===== src/rtl/expr_pipe_eval_if.sv =====
// rtl/expr_pipe_eval_if.sv - operation, result and signature signals of expr_pipe_eval
interface expr_pipe_eval_if #(
    parameter int W  = 4,
    parameter int RW = W + 1,
    parameter int CW = 16
);
    logic          in_valid;
    logic          in_ready;
    logic [3:0]    in_op;
    logic          in_sa;
    logic          in_sb;
    logic [W-1:0]  in_a;
    logic [W-1:0]  in_b;
    logic [W-1:0]  in_c;
    logic          out_valid;
    logic          out_ready;
    logic [RW-1:0] out_y;
    logic          out_err;
    logic          sig_clr;
    logic [RW-1:0] sig;
    logic [CW-1:0] count;

    modport master (
        output in_valid, in_op, in_sa, in_sb, in_a, in_b, in_c, out_ready, sig_clr,
        input  in_ready, out_valid, out_y, out_err, sig, count
    );

    modport slave (
        input  in_valid, in_op, in_sa, in_sb, in_a, in_b, in_c, out_ready, sig_clr,
        output in_ready, out_valid, out_y, out_err, sig, count
    );
endinterface


===== src/rtl/expr_pipe_eval.sv =====
// rtl/expr_pipe_eval.sv - two-stage mixed-signedness expression evaluator with running signature
module expr_pipe_eval #(
    parameter int W  = 4,
    parameter int RW = W + 1,
    parameter int CW = 16
) (
    input  logic            clk,
    input  logic            rst,
    expr_pipe_eval_if.slave bus
);

    localparam logic [3:0] OP_ADD  = 4'd0;
    localparam logic [3:0] OP_SUB  = 4'd1;
    localparam logic [3:0] OP_SHL  = 4'd2;
    localparam logic [3:0] OP_SHR  = 4'd3;
    localparam logic [3:0] OP_LT   = 4'd4;
    localparam logic [3:0] OP_EQ   = 4'd5;
    localparam logic [3:0] OP_SEL  = 4'd6;
    localparam logic [3:0] OP_RXOR = 4'd7;

    logic          ctx_signed;
    logic [RW-1:0] ext_a;
    logic [RW-1:0] ext_b;

    logic          s2_adv;
    logic          in_ready;
    logic          in_fire;
    logic          out_fire;

    logic          s1_valid_q,  s1_valid_d;
    logic [RW-1:0] s1_ea_q,     s1_ea_d;
    logic [RW-1:0] s1_eb_q,     s1_eb_d;
    logic [3:0]    s1_op_q,     s1_op_d;
    logic          s1_signed_q, s1_signed_d;
    logic [W-1:0]  s1_c_q,      s1_c_d;

    logic          s2_valid_q,  s2_valid_d;
    logic [RW-1:0] y_q,         y_d;
    logic          err_q,       err_d;

    logic [RW-1:0] sig_q,       sig_d;
    logic [CW-1:0] count_q,     count_d;

    logic [W-1:0]  raw_a;
    logic [W-1:0]  raw_b;
    logic [RW-1:0] alu_y;
    logic          alu_err;

    // Mixed signedness demotes the whole expression to unsigned, as in Verilog.
    always_comb begin
        ctx_signed = bus.in_sa & bus.in_sb;
        if (ctx_signed) begin
            ext_a = RW'($signed(bus.in_a));
            ext_b = RW'($signed(bus.in_b));
        end else begin
            ext_a = RW'(bus.in_a);
            ext_b = RW'(bus.in_b);
        end
    end

    always_comb begin
        s2_adv   = !s2_valid_q | bus.out_ready;
        in_ready = !s1_valid_q | s2_adv;
        in_fire  = bus.in_valid & in_ready;
        out_fire = s2_valid_q & bus.out_ready;
    end

    // Shift cases use separate statements so the arithmetic shift never lands in an unsigned ternary.
    always_comb begin
        raw_a   = s1_ea_q[W-1:0];
        raw_b   = s1_eb_q[W-1:0];
        alu_y   = '0;
        alu_err = 1'b0;
        case (s1_op_q)
            OP_ADD: alu_y = s1_ea_q + s1_eb_q;
            OP_SUB: alu_y = s1_ea_q - s1_eb_q;
            OP_SHL: alu_y = s1_ea_q << raw_b;
            OP_SHR: begin
                if (s1_signed_q) begin
                    alu_y = $signed(s1_ea_q) >>> raw_b;
                end else begin
                    alu_y = s1_ea_q >> raw_b;
                end
            end
            OP_LT: begin
                if (s1_signed_q) begin
                    alu_y = RW'($signed(s1_ea_q) < $signed(s1_eb_q));
                end else begin
                    alu_y = RW'(s1_ea_q < s1_eb_q);
                end
            end
            OP_EQ: alu_y = RW'(raw_a == raw_b);
            OP_SEL: begin
                if (s1_c_q != '0) begin
                    alu_y = s1_ea_q;
                end else begin
                    alu_y = s1_eb_q;
                end
            end
            OP_RXOR: alu_y = RW'(^raw_a);
            default: alu_err = 1'b1;
        endcase
    end

    always_comb begin
        s1_valid_d  = s1_valid_q;
        s1_ea_d     = s1_ea_q;
        s1_eb_d     = s1_eb_q;
        s1_op_d     = s1_op_q;
        s1_signed_d = s1_signed_q;
        s1_c_d      = s1_c_q;
        if (in_ready) begin
            s1_valid_d = bus.in_valid;
        end
        if (in_fire) begin
            s1_ea_d     = ext_a;
            s1_eb_d     = ext_b;
            s1_op_d     = bus.in_op;
            s1_signed_d = ctx_signed;
            s1_c_d      = bus.in_c;
        end

        s2_valid_d = s2_valid_q;
        y_d        = y_q;
        err_d      = err_q;
        if (s2_adv) begin
            s2_valid_d = s1_valid_q;
            if (s1_valid_q) begin
                y_d   = alu_y;
                err_d = alu_err;
            end
        end

        sig_d   = sig_q;
        count_d = count_q;
        if (bus.sig_clr) begin
            sig_d   = out_fire ? y_q : '0;
            count_d = out_fire ? CW'(1) : '0;
        end else if (out_fire) begin
            sig_d   = {sig_q[RW-2:0], sig_q[RW-1]} ^ y_q;
            count_d = count_q + CW'(1);
        end
    end

    always_ff @(posedge clk or posedge rst) begin
        if (rst) begin
            s1_valid_q  <= 1'b0;
            s1_ea_q     <= '0;
            s1_eb_q     <= '0;
            s1_op_q     <= '0;
            s1_signed_q <= 1'b0;
            s1_c_q      <= '0;
            s2_valid_q  <= 1'b0;
            y_q         <= '0;
            err_q       <= 1'b0;
            sig_q       <= '0;
            count_q     <= '0;
        end else begin
            s1_valid_q  <= s1_valid_d;
            s1_ea_q     <= s1_ea_d;
            s1_eb_q     <= s1_eb_d;
            s1_op_q     <= s1_op_d;
            s1_signed_q <= s1_signed_d;
            s1_c_q      <= s1_c_d;
            s2_valid_q  <= s2_valid_d;
            y_q         <= y_d;
            err_q       <= err_d;
            sig_q       <= sig_d;
            count_q     <= count_d;
        end
    end

    assign bus.in_ready  = in_ready;
    assign bus.out_valid = s2_valid_q;
    assign bus.out_y     = y_q;
    assign bus.out_err   = err_q;
    assign bus.sig       = sig_q;
    assign bus.count     = count_q;

endmodule


===== src/flat_wrapper.sv =====
// flat-port wrapper written by rule: the top's interface ports become plain ports
module expr_pipe_eval_flat 
#(
    parameter int W  = 4,
    parameter int RW = W + 1,
    parameter int CW = 16
)
  (clk, rst, bus_in_valid, bus_in_op, bus_in_sa, bus_in_sb, bus_in_a, bus_in_b, bus_in_c, bus_out_ready, bus_sig_clr, bus_in_ready, bus_out_valid, bus_out_y, bus_out_err, bus_sig, bus_count);
  expr_pipe_eval_if #(.W(W), .RW(RW), .CW(CW)) bus_i ();
  input  logic clk;
  input  logic rst;
  input wire logic [$bits(bus_i.in_valid)-1:0] bus_in_valid;
  input wire logic [$bits(bus_i.in_op)-1:0] bus_in_op;
  input wire logic [$bits(bus_i.in_sa)-1:0] bus_in_sa;
  input wire logic [$bits(bus_i.in_sb)-1:0] bus_in_sb;
  input wire logic [$bits(bus_i.in_a)-1:0] bus_in_a;
  input wire logic [$bits(bus_i.in_b)-1:0] bus_in_b;
  input wire logic [$bits(bus_i.in_c)-1:0] bus_in_c;
  input wire logic [$bits(bus_i.out_ready)-1:0] bus_out_ready;
  input wire logic [$bits(bus_i.sig_clr)-1:0] bus_sig_clr;
  output wire logic [$bits(bus_i.in_ready)-1:0] bus_in_ready;
  output wire logic [$bits(bus_i.out_valid)-1:0] bus_out_valid;
  output wire logic [$bits(bus_i.out_y)-1:0] bus_out_y;
  output wire logic [$bits(bus_i.out_err)-1:0] bus_out_err;
  output wire logic [$bits(bus_i.sig)-1:0] bus_sig;
  output wire logic [$bits(bus_i.count)-1:0] bus_count;
  assign bus_i.in_valid = bus_in_valid;
  assign bus_i.in_op = bus_in_op;
  assign bus_i.in_sa = bus_in_sa;
  assign bus_i.in_sb = bus_in_sb;
  assign bus_i.in_a = bus_in_a;
  assign bus_i.in_b = bus_in_b;
  assign bus_i.in_c = bus_in_c;
  assign bus_i.out_ready = bus_out_ready;
  assign bus_i.sig_clr = bus_sig_clr;
  assign bus_in_ready = bus_i.in_ready;
  assign bus_out_valid = bus_i.out_valid;
  assign bus_out_y = bus_i.out_y;
  assign bus_out_err = bus_i.out_err;
  assign bus_sig = bus_i.sig;
  assign bus_count = bus_i.count;
  expr_pipe_eval #(.W(W), .RW(RW), .CW(CW)) u_core (.clk(clk), .rst(rst), .bus(bus_i));
endmodule

===== config.mk =====
export PLATFORM = sky130hd
export DESIGN_NAME = expr_pipe_eval_flat
export DESIGN_NICKNAME = d
export VERILOG_FILES = /design/src/rtl/expr_pipe_eval_if.sv /design/src/rtl/expr_pipe_eval.sv /design/src/flat_wrapper.sv
export SDC_FILE = /design/constraint.sdc
export NUM_CORES = 1
export LEC_CHECK = 0
export BUFFER_PORTS_ARGS = -buffer_cell sky130_fd_sc_hd__buf_2
export CORE_MARGIN = 2
export CORE_UTILIZATION = 55
export DETAILED_ROUTE_END_ITERATION = 6
export GPL_TIMING_DRIVEN = 1
export HOLD_SLACK_MARGIN = 0.02
export PLACE_DENSITY = 0.78
export SETUP_SLACK_MARGIN = 0.15
export SLEW_MARGIN = 40
export SYNTH_ARGS = -nofsm -noshare
export SYNTH_HDL_FRONTEND = slang
export SYNTH_SLANG_ARGS = --single-unit

===== constraint.sdc =====
create_clock -name clk -period 5.15 [get_ports clk]
set_input_delay 1.03 -clock clk [delete_from_list [all_inputs] [get_ports clk]]
set_output_delay 1.03 -clock clk [all_outputs]
set_load 0.01 [all_outputs]

# Word level (Yosys, flattened, before mapping)
# Index checks and enable logic that the tools add are counted.
[totals]
register_bits = 48
latchBits = 0
ramBits = 0
rom_bits = 0
in_bits = 23
mem_count = 0
[classes]
add_sub_neg = 3
n_mul = 0
div = 0
n_lt_le_gt_ge = 2
eq_ne = 8
shifts = 3
n_mux = 13
n_bitwise = 6
n_reduce_logical = 8
[op_table]
columns = ["operator", "count"]
rows = [
  ["5-bit one-hot mux with 8 select lines", 1],
  ["5-bit two-way mux", 7],
  ["16-bit two-way mux", 2],
  ["16-bit by 1-bit adder with 16-bit output, second input constant", 1],
  ["4-bit by 3-bit equality test with 1-bit output, second input constant", 4],
  ["5-bit less-than comparator", 2],
  ["4-bit by 2-bit equality test with 1-bit output, second input constant", 2],
  ["8-bit OR reduction", 1],
  ["5-bit adder", 1],
  ["5-bit by 4-bit << shifter with 5-bit output", 1],
  ["5-bit by 4-bit >> shifter with 5-bit output", 1],
  ["5-bit by 4-bit >>> shifter with 5-bit output", 1],
  ["5-bit subtractor", 1],
  ["5-bit XOR", 1],
  ["4-bit by 1-bit equality test with 1-bit output, second input constant", 1],
  ["4-bit equality test", 1],
  ["4-bit zero test", 1],
  ["4-bit nonzero test", 1],
  ["4-bit parity", 1],
  ["1-bit AND", 3],
  ["1-bit two-way mux", 3],
  ["1-bit zero test", 2],
  ["1-bit bitwise OR", 2],
  ["2-bit AND reduction", 1],
  ["2-bit nonzero test", 1],
]

# Longest topological paths before layout
# Gate-level depths: netlist (run 1).
[logic_depth]
depth_word = 4
mapped_depth = 9

# Worst setup path after synthesis (run 1)
# Ideal clock, no wire load.
[synth_path]
path_type = "input -> output"
start = "input port bus_out_ready"
end = "output port bus_in_ready"
arrival_time_ns = 1.244
setup_slack_ns = 2.876
path_stages = 1
cell_sequence = "nand3b_1"
[synth_via]
elab_chain_len = 2
[synth_lines]
columns = ["element", "line_no", "source"]
rows = [
  ["start: declaration", "flat_wrapper.sv:19", "input wire logic [$bits(bus_i.out_ready)-1:0] bus_out_ready;"],
  ["1-bit bitwise OR", "expr_pipe_eval.sv:62", "s2_adv = !s2_valid_q | bus.out_ready;"],
  ["1-bit bitwise OR", "expr_pipe_eval.sv:63", "in_ready = !s1_valid_q | s2_adv;"],
  ["end: declaration", "flat_wrapper.sv:21", "output wire logic [$bits(bus_i.in_ready)-1:0] bus_in_ready;"],
]
# Every way passes these cells.

# Final worst setup path (run 1)
# Same ends and word-level chain as after synthesis.

==> run metrics, run 1 <==
status complete, no violations; post-synthesis sequential area ratio 0.398; critical path type in2out; Worst-path clk slew 0.08 ns; Synth Warn # 0; Max Slew Vio Count 0; Static Leak 0.00153 µW; Cell Area, Synth 0.00302 mm²; WL/cell 14.6 µm; Post-route DRC 0; pin count of the biggest net entering global routing 49; Fmax 387 MHz; die area 0.00610 mm²; placed instance area 0.00327 mm²; vias in the first global route 2277; # Max-Cap Violations 0; Root Driver clkbuf_8; Setup crit end kind output pin; TritonCTS clock tree built; total CTS buffers 5; Slew headroom 0.493; worst hold path endpoint u_core.bus.out_err$_DFFE_PP0P_; list of most frequent post-synthesis cells 48 x dfrtp_1, 35 x nand2_1, 29 x nor2_1; critical path data required time 4.12 ns; CP Launch Type primary input; post-cts sizing count 0; initial antenna violation count 0; RSZ-0062 raised after global routing no; HP Class reg2reg; die height 78.1 µm; final setup TNS 0 ns; # rows 26; CP Max Fanout 7; I/O pin count 52; CTS max path bufs 2; clock net sink count 48; Async S/R FF share, synth 1.00; Worst Hold Launch u_core.bus.out_err$_DFFE_PP0P_; Setup Buffers After CTS 0; Layout Area Growth over Synthesis 11.0%; Critical Path Source bus_out_ready; Mapped Nets 358; Final Critical Period 2.59 ns; share of cells above drive strength 1 0.233; Post-synth EDFFs 0; multi-input logic area 0.00168 mm²; # hold bufs at CTS 0; Die Span X 78.1 µm; #FFs+latches synth 48; count leader, synth dfrtp_1; global route total overflow 0; Fill cells 457; R2R Setup Slk 2.72 ns; Reg-to-Reg Start u_core.s1_eb_q[0]$_DFFE_PP0P_; Vias/cell 5.77; Final HPWL DP 4660 µm; FF/Latch Area 0.00120 mm²; Power Total 968 µW; Synth cell types 51; Hold Path Stages 2; Final Cell Area 0.00335 mm²; top cells by area, synth dfrtp_1 40%, mux2_2 6.3%, ha_1 4.6%, nand2_1 4.4%, o21ai_0 3.6%; most area-hungry cell type in the Yosys netlist dfrtp_1; Via Count 2479; R2R Path End u_core.bus.out_y[2]$_DFFE_PP0P_; iteration count of the initial detailed-routing pass 4; fin crit share 0.502; Core ar. 0.00520 mm²; Data arrival, critical path 1.56 ns; Nets 396; syn_area_per_cell 9.37 µm²; n_diodes 0; IO Port Bufs 51; final hold violations 0; first-pass GRT wire length 10800 µm; clock latency on the worst-skew pair 0.29 ns; initial core utilization 0.580; Synth top area share 0.398; CTS H-tree depth 2; skew final 0.00813 ns; Top FF cell, synth dfrtp_1; final core occ 0.644; transition time of the tightest slew-check pin 0.749 ns; Placer Congestion 0.839; Total GRT Usage 0.218; # setup viols final 0; cells after synthesis 322; maximum vdd drop 0.201 mV; final WL 6260 µm; Worst Reg2Reg Path Length in Cells 8; initial detailed-routing violation count 129; power density over the cells 289 mW/mm²; DRT antenna net count 0
==> critical path, stage by stage <==
cell and delay [ns]:
buf_2 0.13, nand3b_1 0.21, buf_2 0.18
==> final cells by class <==
class | count | share of cell area
Multi-Input combinational cell | 241 | 0.501
Sequential cell | 48 | 0.359
Timing Repair Buffer | 51 | 0.0762
Tap cell | 70 | 0.0261
Clock buffer | 6 | 0.0217
Inverter | 13 | 0.0153
Clock inverter | 1 | 0.00149
==> sequential cells by signal, summed over array words and instances (netlist names), 4 cells and up <==
name / flops
u_core.bus.count: 16
u_core.bus.out_y: 5
u_core.bus.sig: 5
u_core.s1_ea_q: 5
u_core.s1_eb_q: 5
u_core.s1_c_q: 4
u_core.s1_op_q: 4
==> metal layers <==
layer / share of wire / up-vias / global-route usage
met4: 0.0059 / 0 / 0.0456
met3: 0.055 / 4 / 0.0333
met2: 0.49 / 77 / 0.356
met5: 0 / - / 0
met1: 0.45 / 1187 / 0.310
li1: - / 1211 / -
==> where the power goes <==
part / switching [µW] / leakage, µW / total [µW] / internal (µW)
Clock: 114 / 0.0000410 / 207 / 92.5
Combinational: 139 / 0.000868 / 271 / 132
Sequential: 75.5 / 0.000616 / 490 / 415
==> worst max-delay path by stage <==
| stage | end | slack, ns |
|---|---|---|
| after floorplan | bus_in_ready | 2.88 |
| final | bus_in_ready | 2.56 |
| after global placement | bus_in_ready | 2.56 |
| after CTS | bus_in_ready | 2.56 |
| after global routing | bus_in_ready | 2.53 |
| after detailed placement | bus_in_ready | 2.57 |
==> layout by cell type, fill, tap and decap left out, drive strengths merged, types with 4 or more instances in the layout <==
cell type	count
xnor2	9
nor2	29
and3	4
nand2	35
nand3	11
nor4	4
ha	11
clkbuf	6
or3	5
mux2i	10
nand2b	4
mux2	17
nand4	5
dfrtp	48
nor3	5
inv	13
a31oi	4
o21ai	22
a21oi	13
o22ai	5
xor2	11
buf	51
nor2b	5
==> cell families after synthesis <==
| group | synth area share |
|---|---|
| AO/OA/AOI/OAI | 0.126 |
| multiplexers | 0.112 |
| flip-flops | 0.398 |
| adder cells (fa/ha/maj) | 0.0589 |
| AND/OR/NAND/NOR | 0.201 |
| buffers and inverters | 0.0464 |
| XOR/XNOR | 0.0580 |
==> through the flow <==
| stage | cells | worst slack, ns | hold slack [ns] |
|---|---|---|---|
| 2_1_floorplan | 322 | 2.88 | 0.471 |
| 3_3_place_gp | 423 | 2.56 | 0.474 |
| 3_5_place_dp | 423 | 2.57 | 0.481 |
| 4_1_cts | 430 | 2.56 | 0.501 |
| 5_1_grt | 430 | 2.53 | 0.523 |
| 6_report | 430 | 2.56 | 0.499 |
(Power assumes the default switching activity.)
==> run 2: changes to the inputs <==
Settings changed: ABC_AREA set to 1.
Clock period 5.15 ns to 2.5 ns, I/O delays scaled along.
==> run 2 against run 1 <==
  * Cell area increased by 7.5%
  * Clock power increased to 3.2 times the previous value
  * Routed wire length increased by 24%
  * First-iteration DRC count rose by 75%
  * Core utilization is 1.1 points higher
  * Sequential share of layout area down 2.5 points
  * Synthesized area is 3.6% higher
  * Largest power group unchanged
  * Worst setup slack got worse by 2.2 ns
  * Clock skew decreased by 0.0016 ns
  * Critical path type is now reg2reg
  * Synthesized cell count rose by 37%
  * Largest cell class unchanged
==> run metrics, run 2 <==
initial core utilization 0.568 (was 0.580); IO Port Bufs 51 (unchanged); combinational share of power 0.295 (was 0.280); Post-synth EDFFs 0 (unchanged); power density over the cells 655 mW/mm² (was 289 mW/mm²); Mapped Nets 477 (was 358); critical path type reg2reg (was in2out); Core ar. 0.00551 mm² (was 0.00520 mm²); Via Count 3098 (was 2479); # rows 27 (was 26); Worst-path clk slew 0.09 ns (was 0.08 ns); placed instance area 0.00347 mm² (was 0.00327 mm²); Int Power 1520 µW (was 640 µW); CTS max path bufs 2 (unchanged); # Max-Cap Violations 0 (unchanged); Net Switching 835 µW (was 329 µW); post-cts sizing count 0 (unchanged); TritonCTS clock tree built (unchanged); iteration count of the initial detailed-routing pass 5 (was 4); WL/cell 13.7 µm (was 14.6 µm); Clk pwr share 0.280 (was 0.213); Root Driver clkbuf_8 (unchanged); initial antenna violation count 0 (unchanged); Final HPWL DP 5820 µm (was 4660 µm); final setup TNS 0 ns (unchanged); n_diodes 0 (unchanged); Fmax 466 MHz; Finished Layout Cells 567 (was 430); Final Cell Area 0.00360 mm² (was 0.00335 mm²); clock latency on the worst-skew pair 0.30 ns (was 0.29 ns); # hold bufs at CTS 0 (unchanged); Cell Area, Synth 0.00313 mm² (was 0.00302 mm²); Setup crit end kind register (was output pin); Vias/cell 5.46 (was 5.77); Final Critical Period 2.14 ns; Synth top area share 0.384 (was 0.398); die height 79.4 µm (was 78.1 µm); HP Class in2async (was reg2reg); Largest register FFs 16 (unchanged); Synth cell types 29 (was 51); pin count of the biggest net entering global routing 49 (unchanged); final WL 7750 µm (was 6260 µm); CP Max Fanout 13 (was 7); Sequential Power Share 0.425 (was 0.506); # setup viols final 0 (unchanged); Layout Area Growth over Synthesis 15.3% (was 11.0%); most frequent cells in the layout 137 x nand2_1, 52 x inv_1, 51 x buf_2, 48 x dfrtp_1, 42 x o21ai_0 (was 51 x buf_2, 48 x dfrtp_1, 35 x nand2_1, 29 x nor2_1, 22 x o21ai_0); Async S/R FF share, synth 1.00 (unchanged); I/O pin count 52 (unchanged); Die Span X 79.4 µm (was 78.1 µm); count leader, synth nand2_1 (was dfrtp_1); fin crit share 0.857; list of most frequent post-synthesis cells 137 x nand2_1, 53 x inv_1, 48 x dfrtp_1 (was 48 x dfrtp_1, 35 x nand2_1, 29 x nor2_1); RSZ-0062 raised after global routing no (unchanged); cells after synthesis 441 (was 322); Setup Buffers After CTS 0 (unchanged); transition time of the tightest slew-check pin 0.714 ns (was 0.749 ns); Synth Warn # 0 (unchanged); Fill cells 516 (was 457); post-synthesis sequential area ratio 0.384 (was 0.398); Post-route DRC 0 (unchanged); skew final 0.00656 ns (was 0.00813 ns); Power Total 2360 µW (was 968 µW); first-pass GRT wire length 12900 µm (was 10800 µm); syn_area_per_cell 7.09 µm² (was 9.37 µm²); die area 0.00630 mm² (was 0.00610 mm²); maximum vdd drop 0.337 mV (was 0.201 mV); #FFs+latches synth 48 (unchanged); placed instance count 560 (was 423); final hold violations 0 (unchanged); most area-hungry cell type in the Yosys netlist dfrtp_1 (unchanged); Nets 531 (was 396); Total GRT Usage 0.256 (was 0.218); commonest non-fill, non-tap cell in the layout nand2_1 (was buf_2); vias in the first global route 2825 (was 2277); Static Leak 0.00188 µW (was 0.00153 µW); top cells by area, synth dfrtp_1 38%, nand2_1 16%, o21ai_0 6.7%, inv_1 6.4%, nand3_1 5.4% (was dfrtp_1 40%, mux2_2 6.3%, ha_1 4.6%, nand2_1 4.4%, o21ai_0 3.6%); Data arrival, critical path 2.39 ns (was 1.56 ns); CP Launch Type register (was primary input); status complete, no violations (unchanged); clock net sink count 48 (unchanged); CTS H-tree depth 2 (unchanged); initial detailed-routing violation count 226 (was 129); final core occ 0.654 (was 0.644); Max Slew Vio Count 0 (unchanged); share of cells above drive strength 1 0.162 (was 0.233); Placer Congestion 0.992 (was 0.839); Top FF cell, synth dfrtp_1 (unchanged); Slew headroom 0.524 (was 0.493); critical path data required time 2.74 ns (was 4.12 ns); total CTS buffers 5 (unchanged); sw frac 0.354 (was 0.339); global route total overflow 0 (unchanged); DRT antenna net count 0 (unchanged)
[run 2: worst max-delay path, cell delays in order, from the launching register on]
cell      delay, ns
dfrtp_1        0.61
clkinv_1       0.29
fa_1           0.51
nand3b_1       0.19
nand3_1        0.09
nand2_1        0.05
o21ai_0        0.14
inv_1          0.05
nand2_1        0.05
nand2_1        0.04
nand2_1        0.05
[run 2: final cells by class]
class,instances,area (µm²),share of cell area
multi-input combinational,331,1690,0.468
sequential,48,1200,0.333
timing repair buffer,54,290,0.0806
inverter,55,206,0.0573
tap,72,90.1,0.0250
clock buffer,5,68.8,0.0191
clock inverter,2,60.1,0.0167
[run 2: path summary, 6_finish.rpt]
check | startpoint | endpoint | slack (ns) | cells past startpoint
max | u_core.s1_eb_q[1]$_DFFE_PP0P_ | u_core.bus.out_y[4]$_DFFE_PP0P_ | 0.36 | 10
min reg2reg | u_core.s1_c_q[2]$_DFFE_PP0P_ | u_core.s1_c_q[2]$_DFFE_PP0P_ | 0.49 | 2
min | rst | u_core.bus.out_valid$_DFFE_PP0P_ | 0.22 | 3
max in group asynchronous | rst | u_core.s1_ea_q[0]$_DFFE_PP0P_ | 2.06 | 3
min in group clk | bus_in_c[0] | u_core.s1_c_q[0]$_DFFE_PP0P_ | 0.38 | 3
max reg2reg | u_core.s1_eb_q[1]$_DFFE_PP0P_ | u_core.bus.out_y[4]$_DFFE_PP0P_ | 0.36 | 10
[run 2: per-layer routing]
metal  vias up  share of wire  GRT usage  wire, µm
met5         -              0          0         0
met4         0          0.032     0.0897       250
met3        26          0.056     0.0419       432
met2       128           0.48      0.438      3700
met1      1402           0.43      0.329      3360
li1       1542              -          -         -
[run 2: power by group through the flow]
stage	combinational, µW	clock (µW)	sequential, µW
after detailed placement	688	0	1010
final	697	660	1000
after global routing	796	696	1020
after global placement	675	0	1010
after CTS	694	670	1000
after floorplan	462	0	1010
[run 2: stage by stage]
stage | hold WS [ns] | setup WS [ns]
2_1_floorplan | 0.450 | 0.707
3_3_place_gp | 0.467 | 0.478
3_5_place_dp | 0.467 | 0.422
4_1_cts | 0.233 | 0.389
5_1_grt | 0.237 | 0.187
6_report | 0.217 | 0.356
[run 2: cells by family (layout without fill, tap and decap cells)]
group / count (synthesis) / count (layout) / synth area share
flops: 48 / 48 / 0.384
xor+xnor: 7 / 7 / 0.0196
compound gates: 74 / 74 / 0.122
fa+ha+maj: 13 / 13 / 0.0568
simple gates: 237 / 237 / 0.340
buf+inv: 62 / 116 / 0.0765
==> run 3: changes to the inputs <==
Clock period 2.5 ns to 2.1 ns, I/O delays scaled along.
==> run 3 against run 2 <==
  * The flow now finishes with violations (DRC)
  * Flip-flop and latch count is the same
  * Worst setup slack lost 0.12 ns
  * Non-clock buffer count grew 6
  * Critical path type unchanged
  * Critical endpoint is now u_core.bus.out_y[1]$_DFFE_PP0P_
  * Highest routed layer unchanged
==> run metrics, run 3 (same netlist as run 2, synthesis figures left out) <==
status finished, violations left (was complete, no violations); failing checks DRC; DRT antenna net count 0 (unchanged); commonest non-fill, non-tap cell in the layout nand2_1 (unchanged); Layout Area Growth over Synthesis 16.7% (was 15.3%); clock latency on the worst-skew pair 0.30 ns (about the same); total CTS buffers 5 (unchanged); CP Launch Type register (unchanged); # rows 27 (unchanged); critical path data required time 2.35 ns (was 2.74 ns); R2R Setup Slk 0.24 ns (was 0.36 ns); Die Span X 79.4 µm (unchanged); Worst-path clk slew 0.10 ns (was 0.09 ns); Nets 537 (was 531); die area 0.00630 mm² (unchanged); share of cells above drive strength 1 0.183 (was 0.162); CTS max path bufs 2 (unchanged); pre-CTS WS 0.183 ns (was 0.422 ns); clock net sink count 48 (unchanged); Post-route DRC 20 (was 0); Placer Congestion 1.00 (was 0.992); Largest register FFs 16 (unchanged); Setup crit end kind register (unchanged); critical path cell sequence ha_1 -> inv_1 -> fa_1 -> or2_2 -> nand3_1 -> a21oi_1 -> nand3_1 -> nand2_1 -> nand2_1 (was clkinv_1 -> fa_1 -> nand3b_1 -> nand3_1 -> nand2_1 -> o21ai_0 -> inv_1 -> nand2_1 -> nand2_1 -> nand2_1); Final HPWL DP 6010 µm (was 5820 µm); final hold slack 0.151 ns (was 0.217 ns); IO Port Bufs 51 (unchanged); iteration count of the initial detailed-routing pass 7 (was 5); WL/cell 13.8 µm (was 13.7 µm); critical path type reg2reg (unchanged); HP Class in2async (unchanged); final WL 7900 µm (was 7750 µm); pin count of the biggest net entering global routing 27 (was 49); Static Leak 0.00190 µW (was 0.00188 µW); Data arrival, critical path 2.11 ns (was 2.39 ns); # hold bufs at CTS 0 (unchanged); global route total overflow 0 (unchanged); Slew headroom 0.632 (was 0.524); Reg-to-Reg Start u_core.s1_eb_q[0]$_DFFE_PP0P_ (was u_core.s1_eb_q[1]$_DFFE_PP0P_); TritonCTS clock tree built (unchanged); Core ar. 0.00551 mm² (unchanged); Final Critical Period 1.86 ns (was 2.14 ns); Vias/cell 5.41 (was 5.46); transition time of the tightest slew-check pin 0.551 ns (was 0.714 ns); # Max-Cap Violations 0 (unchanged); initial antenna violation count 0 (unchanged); initial detailed-routing violation count 257 (was 226); die height 79.4 µm (unchanged); vias in the first global route 2863 (was 2825); maximum vdd drop 0.451 mV (was 0.337 mV); n_diodes 0 (unchanged); fin crit share 0.886 (was 0.857); Root Driver clkbuf_8 (unchanged); CP Max Fanout 9 (was 13); most frequent cells in the layout 137 x nand2_1, 51 x inv_1, 51 x buf_2, 46 x dfrtp_1, 41 x o21ai_0 (was 137 x nand2_1, 52 x inv_1, 51 x buf_2, 48 x dfrtp_1, 42 x o21ai_0); first-pass GRT wire length 13100 µm (was 12900 µm); final worst slack 0.239 ns (was 0.356 ns); power density over the cells 764 mW/mm² (was 655 mW/mm²); I/O pin count 52 (unchanged); slowest cell on the critical path dfrtp_2 (was dfrtp_1); # setup viols final 0 (unchanged); initial core utilization 0.568 (unchanged); Fmax 537 MHz (was 466 MHz); Via Count 3106 (was 3098); skew final 0.00910 ns (was 0.00656 ns); RSZ-0062 raised after global routing yes (was no); Critical Path Source u_core.s1_eb_q[0]$_DFFE_PP0P_ (was u_core.s1_eb_q[1]$_DFFE_PP0P_); max incr delay on CP 0.49 ns (was 0.61 ns); R2R Path End u_core.bus.out_y[1]$_DFFE_PP0P_ (was u_core.bus.out_y[4]$_DFFE_PP0P_); Max Slew Vio Count 0 (unchanged); final hold violations 0 (unchanged); CTS H-tree depth 2 (unchanged); Total GRT Usage 0.263 (was 0.256); Worst Reg2Reg Path Length in Cells 9 (was 10); Power Total 2790 µW (was 2360 µW); final setup TNS 0 ns (unchanged)
run 3: worst max path at each step:
| stage | end | cells after the start |
|---|---|---|
| after floorplan | u_core.bus.out_y[4]$_DFFE_PP0P_ | 9 |
| after global placement | u_core.bus.out_y[2]$_DFFE_PP0P_ | 12 |
| after detailed placement | u_core.bus.out_y[2]$_DFFE_PP0P_ | 12 |
| after CTS | u_core.bus.out_y[2]$_DFFE_PP0P_ | 12 |
| after global routing | u_core.bus.out_y[4]$_DFFE_PP0P_ | 13 |
| final | u_core.bus.out_y[1]$_DFFE_PP0P_ | 9 |
run 3: final cells by class:
class	instances	area, µm²
Fill cell	496	1860
Inverter	55	210
Clock buffer	6	82.6
Tap cell	72	90.1
Multi-Input combinational cell	331	1690
Sequential cell	48	1200
Timing Repair Buffer	60	335
Clock inverter	2	38.8
run 3: per-stage QoR:
| step | cells | utilization | area, µm² |
|---|---|---|---|
| floorplan | 441 | - | 3130 |
| global placement | 565 | 0.638 | 3510 |
| detailed placement | 565 | 0.638 | 3510 |
| CTS | 573 | 0.660 | 3630 |
| global route | 574 | 0.663 | 3650 |
| finish | 574 | 0.663 | 3650 |
run 3: worst max-delay path, delay by kind of cell, from the launching register on:
kind,cells,cell delay [ns]
compound gates,1,0.04
flops,1,0.49
simple gates,5,0.57
buf+inv,1,0.08
fa+ha+maj,2,0.62
run 3: where the power goes:
group	internal [µW]	leakage [µW]	switching, µW
clock	390	0.0000614	330
sequential	1050	0.000626	119
combinational	324	0.00122	574
run 3: routing by layer:
layer | GRT usage | wire length [µm] | part of all wire
met1 | 0.346 | 3530 | 0.45
met2 | 0.442 | 3770 | 0.48
met3 | 0.0498 | 487 | 0.062
met4 | 0.0810 | 117 | 0.015
met5 | 0 | 0 | 0
run 3: what timing repair did:
action	4_1_cts	5_1_grt
setup buffers	0	1
resized for setup	0	6
endpoints found under the setup margin	0	5
